[src/rtl/mixcolumns_serial_if.sv]
// Byte-stream bus between shiftrows, the serial MixColumns stage and its consumer.
interface mixcolumns_serial_if;
    logic [7:0] inBits;
    logic       inValid;
    logic       bypass;
    logic [7:0] outBits;
    logic       ready;

    modport master (output inBits, inValid, bypass, input outBits, ready);
    modport slave  (input inBits, inValid, bypass, output outBits, ready);
endinterface

[src/rtl/mixcolumns_serial.sv]
// Byte-serial AES MixColumns: gathers one column, mixes it on the row3 byte and
// emits the four results on consecutive cycles with no bubble between columns.
//
// state | meaning
// IDLE  | no column pending, ready low, outBits holds last byte
// EMIT  | presenting bank[outCnt] with ready high
module mixcolumns_serial (
    input  logic                 clk,
    input  logic                 reset,
    mixcolumns_serial_if.slave   bus
);

    typedef enum logic {IDLE, EMIT} state_t;

    state_t     state_q, state_d;
    logic [1:0] in_cnt_q, in_cnt_d;
    logic [1:0] out_cnt_q, out_cnt_d;
    logic [7:0] hold_q [3];
    logic [7:0] hold_d [3];
    logic [7:0] bank_q [4];
    logic [7:0] bank_d [4];
    logic       col_bypass_q, col_bypass_d;
    logic [7:0] out_bits_q, out_bits_d;
    logic [7:0] mix [4];
    logic [7:0] col [4];
    logic [1:0] out_nxt;
    logic       load;

    function automatic logic [7:0] xtime(input logic [7:0] a);
        return {a[6:0], 1'b0} ^ (a[7] ? 8'h1B : 8'h00);
    endfunction

    function automatic logic [7:0] mul3(input logic [7:0] a);
        return xtime(a) ^ a;
    endfunction

    // Row3 never lands in the holding register; it is mixed straight from inBits.
    always_comb begin
        in_cnt_d     = in_cnt_q;
        hold_d       = hold_q;
        col_bypass_d = col_bypass_q;
        load         = 1'b0;
        if (bus.inValid) begin
            in_cnt_d = in_cnt_q + 2'd1;
            case (in_cnt_q)
                2'd0: begin
                    hold_d[0]    = bus.inBits;
                    col_bypass_d = bus.bypass;
                end
                2'd1: hold_d[1] = bus.inBits;
                2'd2: hold_d[2] = bus.inBits;
                default: load = 1'b1;
            endcase
        end
    end

    always_comb begin
        col[0] = hold_q[0];
        col[1] = hold_q[1];
        col[2] = hold_q[2];
        col[3] = bus.inBits;
        if (col_bypass_q) begin
            mix = col;
        end else begin
            mix[0] = xtime(col[0]) ^ mul3(col[1]) ^ col[2] ^ col[3];
            mix[1] = col[0] ^ xtime(col[1]) ^ mul3(col[2]) ^ col[3];
            mix[2] = col[0] ^ col[1] ^ xtime(col[2]) ^ mul3(col[3]);
            mix[3] = mul3(col[0]) ^ col[1] ^ col[2] ^ xtime(col[3]);
        end
    end

    always_comb begin
        state_d    = state_q;
        out_cnt_d  = out_cnt_q;
        out_bits_d = out_bits_q;
        bank_d     = bank_q;
        out_nxt    = out_cnt_q + 2'd1;
        if (load) begin
            bank_d     = mix;
            out_bits_d = mix[0];
            out_cnt_d  = 2'd0;
            state_d    = EMIT;
        end else if (state_q == EMIT) begin
            if (out_cnt_q == 2'd3) begin
                state_d = IDLE;
            end else begin
                out_cnt_d  = out_nxt;
                out_bits_d = bank_q[out_nxt];
            end
        end
    end

    always_ff @(posedge clk or posedge reset) begin
        if (reset) begin
            state_q      <= IDLE;
            in_cnt_q     <= 2'd0;
            out_cnt_q    <= 2'd0;
            hold_q       <= '{default: 8'h00};
            bank_q       <= '{default: 8'h00};
            col_bypass_q <= 1'b0;
            out_bits_q   <= 8'h00;
        end else begin
            state_q      <= state_d;
            in_cnt_q     <= in_cnt_d;
            out_cnt_q    <= out_cnt_d;
            hold_q       <= hold_d;
            bank_q       <= bank_d;
            col_bypass_q <= col_bypass_d;
            out_bits_q   <= out_bits_d;
        end
    end

    assign bus.outBits = out_bits_q;
    assign bus.ready   = (state_q == EMIT);

endmodule

[src/flat_wrapper.sv]
// flat-port wrapper written by rule: the top's interface ports become plain ports
module mixcolumns_serial_flat 
  (clk, reset, bus_inBits, bus_inValid, bus_bypass, bus_outBits, bus_ready);
  mixcolumns_serial_if bus_i ();
  input  logic clk;
  input  logic reset;
  input wire logic [$bits(bus_i.inBits)-1:0] bus_inBits;
  input wire logic [$bits(bus_i.inValid)-1:0] bus_inValid;
  input wire logic [$bits(bus_i.bypass)-1:0] bus_bypass;
  output wire logic [$bits(bus_i.outBits)-1:0] bus_outBits;
  output wire logic [$bits(bus_i.ready)-1:0] bus_ready;
  assign bus_i.inBits = bus_inBits;
  assign bus_i.inValid = bus_inValid;
  assign bus_i.bypass = bus_bypass;
  assign bus_outBits = bus_i.outBits;
  assign bus_ready = bus_i.ready;
  mixcolumns_serial u_core (.clk(clk), .reset(reset), .bus(bus_i));
endmodule
[config.mk]
export PLATFORM = sky130hd
export DESIGN_NAME = mixcolumns_serial_flat
export DESIGN_NICKNAME = d
export VERILOG_FILES = /design/src/rtl/mixcolumns_serial_if.sv /design/src/rtl/mixcolumns_serial.sv /design/src/flat_wrapper.sv
export SDC_FILE = /design/constraint.sdc
export NUM_CORES = 1
export LEC_CHECK = 0
export CAP_MARGIN = 20
export CORE_ASPECT_RATIO = 0.6
export CORE_MARGIN = 3
export CORE_UTILIZATION = 50
export CTS_BUF_LIST = sky130_fd_sc_hd__clkbuf_2 sky130_fd_sc_hd__clkbuf_4 sky130_fd_sc_hd__clkbuf_8
export DETAILED_ROUTE_END_ITERATION = 10
export PLACE_DENSITY_LB_ADDON = 0.15
export SYNTH_ARGS = -nofsm -noshare
export SYNTH_HDL_FRONTEND = slang
export SYNTH_SLANG_ARGS = --single-unit
export TNS_END_PERCENT = 10
[constraint.sdc]
create_clock -name clk -period 2.9 [get_ports clk]
set_input_delay 0.58 -clock clk [delete_from_list [all_inputs] [get_ports clk]]
set_output_delay 0.58 -clock clk [all_outputs]
set_load 0.1 [all_outputs]
==> results.sh <==
export IMPL_drive_gt1_share_pct=18.1
export IMPL_core_area_um2=8130
export IMPL_whs_endpoint="u_core.bank_q[28]"
export IMPL_r2r_end="u_core.bus.outBits[4]"
export IMPL_ys_seq_area_share_pct=40.5
export IMPL_drtIter0Drc=214
export IMPL_fin_setup_tns_ns=0
export IMPL_final_util_pct=58.0
export IMPL_vias=2817
export IMPL_status="completed"
export IMPL_finalCriticalPeriod_ns=2.36
export IMPL_crit_type="flip-flop to flip-flop"
export IMPL_slew_headroom_pct=40.9
export IMPL_start_kind="flip-flop"
export IMPL_grt_antenna_before_repair=0
export IMPL_yosysMostFrequentCell="dfrtp_1"
export IMPL_grt_pass1_vias=2843
export IMPL_gp_congestion=0.838
export IMPL_end_kind="flip-flop"
export IMPL_dp_slack_ns=0.550
export IMPL_h_tree_depth=3
export IMPL_reg2regPathDepth=5
export IMPL_crit_fanout=10
export IMPL_ios=21
export IMPL_cts_tree="done"
export IMPL_report_final_setup_viol=0
export IMPL_post_route_drc_count=0
export IMPL_dr_pass1_iters=4
export IMPL_synth_distinct_cells=36
export IMPL_synthCells=387
export IMPL_clockRootBuffer="clkbuf_8"
export IMPL_cts_resized_gates=0
export IMPL_wl_per_cell_um=19.7
export IMPL_routed_wl_um=9950
export IMPL_synth_area_per_cell_um2=11.2
export IMPL_hpwl_um=7120
export IMPL_clockBufferDepth=2
export IMPL_syn_cell_area_um2=4330
export IMPL_min_path_cells=2
export IMPL_fmax_mhz=424
export IMPL_worst_skew_pair_late_latency_ns=0.35
export IMPL_cts_hold_buffers=0
export IMPL_synth_top_area_cell="dfrtp_1"
export IMPL_yosys_area_top_type_share_pct=40.5
export IMPL_r2r_slack_ns=0.54
export IMPL_startpoint="u_core.out_cnt_q[0]"
export IMPL_start_util_pct=53.2
export IMPL_num_rows=25
export IMPL_yosys_top_cells_area="dfrtp_1 (40%), xnor2_1 (14%), mux2_2 (6.5%)"
export IMPL_die_x_um=126
export IMPL_period_share_pct=81.3
export IMPL_synth_net_count=404
export IMPL_clock_sinks=70
export IMPL_viasPerCell=5.58
export IMPL_synth_common_cells="dfrtp_1 (70), xnor2_1 (68), a21oi_1 (33)"
export IMPL_gr_total_overflow=0
export IMPL_ys_seq_elements=70
export IMPL_die_h_um=78.1
export IMPL_dieArea_um2=9850
export IMPL_grt_max_degree=48
export IMPL_min_path_type="flip-flop to flip-flop"
export IMPL_slew_violations=0
export IMPL_timing_final_hold_violations=0
export IMPL_critical_path_arrival_ns=2.59
export IMPL_synth_ff_type="dfrtp_1"
export IMPL_synth_edf_count=0
export IMPL_drv_cap=0
export IMPL_grt_usage_pct=22.2
export IMPL_cts_buffers=9
export IMPL_layout_nets=410
export IMPL_post_cts_setup_buffers=0
export IMPL_portBuffers=20
export IMPL_reg2reg_from="u_core.out_cnt_q[0]"
export IMPL_hold_slack_ns=0.492
export IMPL_fill_cells=727
export IMPL_yosys_warnings=0
export IMPL_rsz0062_at_grt="no"
export IMPL_fin_skew_ns=0.00716
export IMPL_setup_ws_ns=0.541
export IMPL_synth_async_reset_ratio_pct=100
export IMPL_hold_path_startpoint="u_core.bank_q[28]"
export IMPL_diodes=0
export IMPL_grt_first_pass_wirelength_um=16700
export IMPL_clk_pin_slew_ns=0.08
export IMPL_cp_required_ns=3.13
export IMPL_tightestPinTransition_ns=0.886
export IMPL_syn_to_final_growth_pct=8.96
export IMPL_antenna_left=0
## layer usage
metal / track usage (%) / share of wire, %
met5: 0 / 0
met4: 4.82 / 0.65
met3: 6.66 / 8.3
met2: 27.8 / 38
met1: 36.8 / 53
## cells in the final DEF (no fill, tap or decap), drive strengths merged, types with 7 or more instances in the layout
cell	synthesis	routed
nand3	8	8
buf	12	18
a21oi	33	33
clkdlybuf4s50	0	11
mux4	8	8
o21ai	31	31
xnor3	7	7
mux2	25	25
dfrtp	70	70
xnor2	69	69
xor2	22	22
nand2	22	22
and3	22	22
clkbuf	22	11
## stage by stage
stage                     instance area, um2  std cells
after global placement                  4500        490
after CTS                               4720        505
after detailed placement                4500        490
final                                   4720        505
after global routing                    4720        505
after floorplan                         4330        387
## worst max-delay path, cell delays in order, from the launching register on
cell     delay, ns
dfrtp_1       0.57
ha_1          0.59
buf_4         0.23
mux4_2        0.49
o21ai_0       0.24
a31oi_1       0.12
## sequential cells by signal (all words and copies together) (netlist names)
signal,cells
u_core.bank_q,32
u_core.col,24
u_core.bus.outBits,8
u_core.in_cnt_q,2
u_core.out_cnt_q,2
u_core.bus.ready,1
u_core.col_bypass_q,1
## worst max-delay path by stage
stage	endpoint	slack (ns)
3_3_place_gp	u_core.bus.outBits[4]	0.56
5_1_grt	u_core.bus.outBits[4]	0.43
3_5_place_dp	u_core.bank_q[22]	0.55
4_1_cts	u_core.bus.outBits[4]	0.54
6_report	u_core.bus.outBits[4]	0.54
2_1_floorplan	u_core.bank_q[0]	0.55
## kinds of logic after synthesis
kind of cell	count (synthesis)	synth area share (%)
compound gates	74	9.04
flops	70	40.5
simple gates	61	7.08
mux	38	11.9
xor+xnor	102	24.6
buf+inv	37	5.49
fa+ha+maj	5	1.44
## area by class of cell
type / count / area (um2) / area share, %
multi-input combinational: 280 / 2340 / 49.6
timing repair buffer: 29 / 258 / 5.46
inverter: 3 / 11.3 / 0.239
clock buffer: 11 / 151 / 3.21
sequential: 70 / 1750 / 37.1
tap: 108 / 135 / 2.86
clock inverter: 4 / 70.1 / 1.49
Power is not shown: default switching activity piles up to over one toggle a cycle in this logic, so the estimate is an artifact.
